--- src/rtl/calc_display_seq.sv ---
// Sequential double-dabble display driver: signed/unsigned capture, BCD conversion, active-low 7-segment output.
// Optional leading-zero blanking is enabled by defining CALC_DISPLAY_LZB_EN.
module calc_display_seq #(
    parameter int DATA_W = 8,
    parameter int DIGITS = 3
) (
    input  logic                      CLK,
    input  logic                      Reset,
    input  logic                      LoadOU,
    input  logic                      signed_i,
    input  logic [DATA_W-1:0]         result_i,
    output logic                      busy_o,
    output logic                      done_o,
    output logic                      ovf_o,
    output logic [7*(DIGITS+1)-1:0]   seg_o
);

    localparam int NIB   = (DATA_W * 302 + 999) / 1000 + 1;
    localparam int BCD_W = 4 * NIB;
    localparam int EXT_N = (NIB > DIGITS) ? NIB : DIGITS;
    localparam int CNT_W = $clog2(DATA_W + 1);
    localparam logic [CNT_W-1:0] LAST_STEP = CNT_W'(DATA_W - 1);

    // Segment constants are stored g..a so that bit 0 is segment a.
    localparam logic [6:0] SEG_BLANK = 7'b1111111;
    localparam logic [6:0] SEG_MINUS = 7'b0111111;
    localparam logic [6:0] SEG_E     = 7'b0000110;

    typedef enum logic [1:0] {
        IDLE  = 2'd0,
        CONV  = 2'd1,
        LATCH = 2'd2
    } state_t;

    state_t                  state_r, next_s;
    logic [DATA_W-1:0]       mag_r;
    logic                    neg_r;
    logic [BCD_W-1:0]        bcd_r;
    logic [CNT_W-1:0]        cnt_r;
    logic [7*(DIGITS+1)-1:0] seg_r;
    logic                    ovf_r;
    logic                    done_r;

    logic                    neg_s;
    logic [DATA_W-1:0]       mag_s;
    logic [BCD_W+DATA_W-1:0] shift_s;
    logic [4*EXT_N-1:0]      bcd_ext_s;
    logic                    ovf_s;
    logic [7*(DIGITS+1)-1:0] seg_s;

    function automatic logic [6:0] seg_of(input logic [3:0] d);
        logic [6:0] s;
        case (d)
            4'd0:    s = 7'b1000000;
            4'd1:    s = 7'b1111001;
            4'd2:    s = 7'b0100100;
            4'd3:    s = 7'b0110000;
            4'd4:    s = 7'b0011001;
            4'd5:    s = 7'b0010010;
            4'd6:    s = 7'b0000010;
            4'd7:    s = 7'b1111000;
            4'd8:    s = 7'b0000000;
            4'd9:    s = 7'b0010000;
            default: s = SEG_BLANK;
        endcase
        return s;
    endfunction

    function automatic logic [BCD_W-1:0] dabble_adj(input logic [BCD_W-1:0] b);
        logic [BCD_W-1:0] r;
        r = b;
        for (int n = 0; n < NIB; n++) begin
            if (b[4*n +: 4] >= 4'd5) begin
                r[4*n +: 4] = b[4*n +: 4] + 4'd3;
            end else begin
                r[4*n +: 4] = b[4*n +: 4];
            end
        end
        return r;
    endfunction

    // Capture-time sign and magnitude; the most-negative value negates to itself, read as unsigned.
    always_comb begin
        neg_s = signed_i & result_i[DATA_W-1];
        if (neg_s) begin
            mag_s = ~result_i + {{(DATA_W-1){1'b0}}, 1'b1};
        end else begin
            mag_s = result_i;
        end
    end

    // One double-dabble step: adjust every nibble, then shift {bcd, mag} left.
    always_comb begin
        shift_s = {dabble_adj(bcd_r), mag_r} << 1;
    end

    // Overflow detection and digit encoding of the finished accumulator.
    always_comb begin
        bcd_ext_s = '0;
        bcd_ext_s[BCD_W-1:0] = bcd_r;
        ovf_s = 1'b0;
        for (int k = DIGITS; k < EXT_N; k++) begin
            if (bcd_ext_s[4*k +: 4] != 4'd0) begin
                ovf_s = 1'b1;
            end else begin
                ovf_s = ovf_s;
            end
        end
        seg_s = '1;
        seg_s[7*DIGITS +: 7] = neg_r ? SEG_MINUS : SEG_BLANK;
        if (ovf_s) begin
            seg_s[6:0] = SEG_E;
        end else begin
`ifdef CALC_DISPLAY_LZB_EN
            // Scan from the top; digits stay blank until the first nonzero one.
            automatic logic seen = 1'b0;
            for (int k = DIGITS - 1; k >= 1; k--) begin
                if (bcd_ext_s[4*k +: 4] != 4'd0) begin
                    seen = 1'b1;
                end else begin
                    seen = seen;
                end
                seg_s[7*k +: 7] = seen ? seg_of(bcd_ext_s[4*k +: 4]) : SEG_BLANK;
            end
            seg_s[6:0] = seg_of(bcd_ext_s[3:0]);
`else
            for (int k = 0; k < DIGITS; k++) begin
                seg_s[7*k +: 7] = seg_of(bcd_ext_s[4*k +: 4]);
            end
`endif
        end
    end

    // State register.
    always_ff @(posedge CLK or negedge Reset) begin
        if (!Reset) begin
            state_r <= IDLE;
        end else begin
            state_r <= next_s;
        end
    end

    // Next-state logic.
    always_comb begin
        next_s = state_r;
        case (state_r)
            IDLE: begin
                if (LoadOU) begin
                    next_s = CONV;
                end else begin
                    next_s = IDLE;
                end
            end
            CONV: begin
                if (cnt_r == LAST_STEP) begin
                    next_s = LATCH;
                end else begin
                    next_s = CONV;
                end
            end
            LATCH:   next_s = IDLE;
            default: next_s = IDLE;
        endcase
    end

    // Datapath and display registers; the display only changes in LATCH.
    always_ff @(posedge CLK or negedge Reset) begin
        if (!Reset) begin
            mag_r  <= '0;
            neg_r  <= 1'b0;
            bcd_r  <= '0;
            cnt_r  <= '0;
            seg_r  <= '1;
            ovf_r  <= 1'b0;
            done_r <= 1'b0;
        end else begin
            done_r <= (state_r == LATCH);
            case (state_r)
                IDLE: begin
                    if (LoadOU) begin
                        mag_r <= mag_s;
                        neg_r <= neg_s;
                        bcd_r <= '0;
                        cnt_r <= '0;
                    end
                end
                CONV: begin
                    bcd_r <= shift_s[BCD_W+DATA_W-1:DATA_W];
                    mag_r <= shift_s[DATA_W-1:0];
                    cnt_r <= cnt_r + {{(CNT_W-1){1'b0}}, 1'b1};
                end
                LATCH: begin
                    seg_r <= seg_s;
                    ovf_r <= ovf_s;
                end
                default: begin
                    cnt_r <= '0;
                end
            endcase
        end
    end

    assign busy_o = (state_r != IDLE);
    assign done_o = done_r;
    assign ovf_o  = ovf_r;
    assign seg_o  = seg_r;

endmodule

--- config.mk ---
export PLATFORM = sky130hd
export DESIGN_NAME = calc_display_seq
export DESIGN_NICKNAME = d
export VERILOG_FILES = /design/src/rtl/calc_display_seq.sv
export SDC_FILE = /design/constraint.sdc
export NUM_CORES = 1
export LEC_CHECK = 0
export ABC_AREA = 1
export BUFFER_PORTS_ARGS = -buffer_cell sky130_fd_sc_hd__clkbuf_2
export CAP_MARGIN = 20
export CORE_MARGIN = 2
export CORE_UTILIZATION = 52
export DETAILED_ROUTE_END_ITERATION = 10
export GPL_TIMING_DRIVEN = 0
export PLACE_DENSITY = 0.76
export SYNTH_ARGS = -nofsm -noshare
export SYNTH_HDL_FRONTEND = slang
export SYNTH_SLANG_ARGS = --single-unit
--- constraint.sdc ---
create_clock -name CLK -period 1.4 [get_ports CLK]
set_input_delay 0.21 -clock CLK [delete_from_list [all_inputs] [get_ports CLK]]
set_output_delay 0.21 -clock CLK [all_outputs]
set_load 0.02 [all_outputs]
==> qor.yml <==
outcome:
  status: "completed"
critical_path:
  crit_chain: "inv_1, ha_4, ha_1, o21ai_0, o21ai_0"
  worst-path-max-fanout: 4
  cpMostUsedCell: "o21ai_0"
  required_ns: 1.59
  setup.worst_path.end_class: "flip-flop"
  arrival_ns: 1.56
  max_stage_delay_ns: 0.41
  crit_path_start_kind: "flip-flop"
  criticalPathCategory: "flip-flop to flip-flop"
  critPathSlowestCell: "dfrtp_2"
  rr_worst_depth: 5
route:
  drt_iter0_drc: 137
  ant_nets: 0
  drt-total-wl_um: 6810
  drc: 0
  wire_per_inst_um: 12.1
  vias: 2814
  firstDrtPassIters: 4
  viasPerCell: 5.01
sta:
  max_slew_margin: 0.650
  fin_skew_ns: 0.00934
  setup_violations: 0
  min_period_ns: 1.37
  timing.hold.ws_ns: 0.184
  rsz0062_at_grt: "yes"
  slew_viol_final: 0
  min_period_over_period: 0.978
  hold_violations: 0
  setup_tns_ns: 0
  worst_pin_slew_ns: 0.526
  timing.fmax_mhz: 730
die:
  start_util: 0.541
  rows: 28
  die_x_um: 82.7
  die_area_um2: 6840
  core_um2: 5960
  num_io_pins: 43
  fp.dieH_um: 82.7
power:
  peakVddDrop_mv: 0.957
  p_leak_nw: 1.95
  power.density_nw_per_um2: 2160
yosys:
  synthTopCellsByArea: "dfrtp_1 26%, dfstp_2 18%, nand2_1 15%"
  synth_top_area_cell: "dfrtp_1"
  ys_ff_latch: 55
  synth_area_um2: 3220
  ys_warn_count: 0
  synth_cells: 418
  ys_seq_area_frac: 0.436
  synth_cell_types: 30
  synth_top_area_share: 0.256
  syn_avg_cell_area_um2: 7.70
clock_tree:
  cts_buffers: 5
  cts_buffer_depth: 2
  h-tree-depth: 2
  insertion_delay_ns: 0.32
  path_clk_slew_ns: 0.09
  cts-root-buf: "clkbuf_8"
  cts_tree: "yes"
  cts.sinks: 55
placed_design:
  dp_hpwl_um: 4840
  portBuffers: 36
  globalplace.congestion: 0.863
global_routing:
  grt_max_degree: 21
  grt-ovfl-total: 0
  grt_pass1_wl_um: 11400
  grt_util_all_layers: 0.214
  antenna_found_initial: 0
  grt_pass1_vias: 2667
finish:
  syn2layout_area_growth_pct: 20.3
  insertedDiodeCount: 0
  nets: 521
  drive_gt1_frac: 0.287
  final_util: 0.651
min_path:
  hold_depth: 4
  hp-class: "input pin to flip-flop"
run:
  drv_cap: 0
-- per-layer routing --
metal | part of all wire | GRT usage
met2 | 0.48 | 0.368
met1 | 0.47 | 0.272
met4 | 0.0076 | 0.0721
met3 | 0.043 | 0.0391
met5 | 0 | 0
-- cells by family after synthesis --
| family | synth area share |
|---|---|
| AOI/OAI and AO/OA | 0.112 |
| and+or+nand+nor | 0.278 |
| buffers and inverters | 0.0839 |
| other | 0.00116 |
| DFF | 0.436 |
| adders and majority gates | 0.0894 |
-- flip-flops by register name, summed over array words and instances, names as in the netlist --
signal	cells
bcd_ext_s	16
cnt_r	4
done_o	1
mag_r	8
neg_r	1
ovf_o	1
seg_o	22
state_r	2
-- metrics by stage --
stage	power (mW)	worst slack, ns	instances	cell area [um2]
final	8.37	0.0310	562	3870
after global routing	9.18	-0.0477	562	3870
after CTS	8.04	0.00123	557	3780
after detailed placement	6.87	-0.145	536	3570
after global placement	6.71	-0.0788	534	3510
after floorplan	5.84	0.0254	423	3240
-- cell usage in the layout (no fill, tap or decap), drive strengths merged, types with 6 or more instances in the layout --
| master | n |
|---|---|
| buf | 36 |
| nand3 | 28 |
| clkbuf | 42 |
| dfrtp | 33 |
| nor2 | 51 |
| conb | 6 |
| ha | 23 |
| inv | 42 |
| nand2 | 131 |
| a21oi | 17 |
| dfstp | 22 |
| a31oi | 8 |
| o21ai | 29 |
-- cell type report --
cell class                 count  area [um2]
clock buffer                   6        72.6
clock inverter                 2        11.3
fill                         509        2080
tap                           75        93.8
multi-input combinational    310        1630
inverter                      41         164
timing repair buffer          56         377
buffer                        17         114
sequential                    55        1410
-- where the power goes --
group,internal [mW],leakage (nW),switching (mW)
Clock,0.353,0.0455,0.520
Combinational,1.82,1.27,2.91
Sequential,2.36,0.638,0.405
Total,4.53,1.95,3.83
-- worst paths after layout --
| check | startpoint | to | slack (ns) |
|---|---|---|---|
| max | bcd_ext_s[1] | bcd_ext_s[3] | 0.03 |
| min | result_i[6] | mag_r[6] | 0.18 |
| max reg2reg | bcd_ext_s[1] | bcd_ext_s[3] | 0.03 |
| min reg2reg | neg_r | seg_o[27] | 0.45 |
| max in group asynchronous | Reset | seg_o[11] | 0.27 |
| min in group asynchronous | Reset | neg_r | 0.39 |
-- synthesized netlist by cell type --
cell type / n
dfstp_2: 22
inv_4: 2
a21oi_1: 17
o22ai_1: 4
nor2_1: 49
nand2_4: 1
nor3_1: 2
nand2_1: 128
nand4_1: 1
conb_1: 1
buf_4: 8
o21ai_0: 24
nor2_4: 2
ha_1: 23
nand3_2: 1
nor3_2: 1
buf_6: 1
buf_2: 8
inv_2: 3
inv_1: 36
o21ai_1: 5
nand3_1: 27
o211ai_1: 4
or2_1: 1
nand2_2: 2
dfrtp_1: 33
a32o_1: 1
a31oi_1: 8
or2_2: 1
a21boi_1: 2
-- what timing repair did --
item,CTS,global route
hold buffers,1,0
setup buffers,12,5
endpoints found under the hold margin,4,0
resized for setup,11,24
setup endpoints to repair,29,24
pin swaps,1,2
-- worst max-delay path, delay by kind of cell, from the launching register on --
family / cells / cell delay, ns
compound gates: 2 / 0.29
buf+inv: 1 / 0.15
fa+ha+maj: 2 / 0.40
flops: 1 / 0.41
Note: power is estimated with default switching activity, not from simulation.
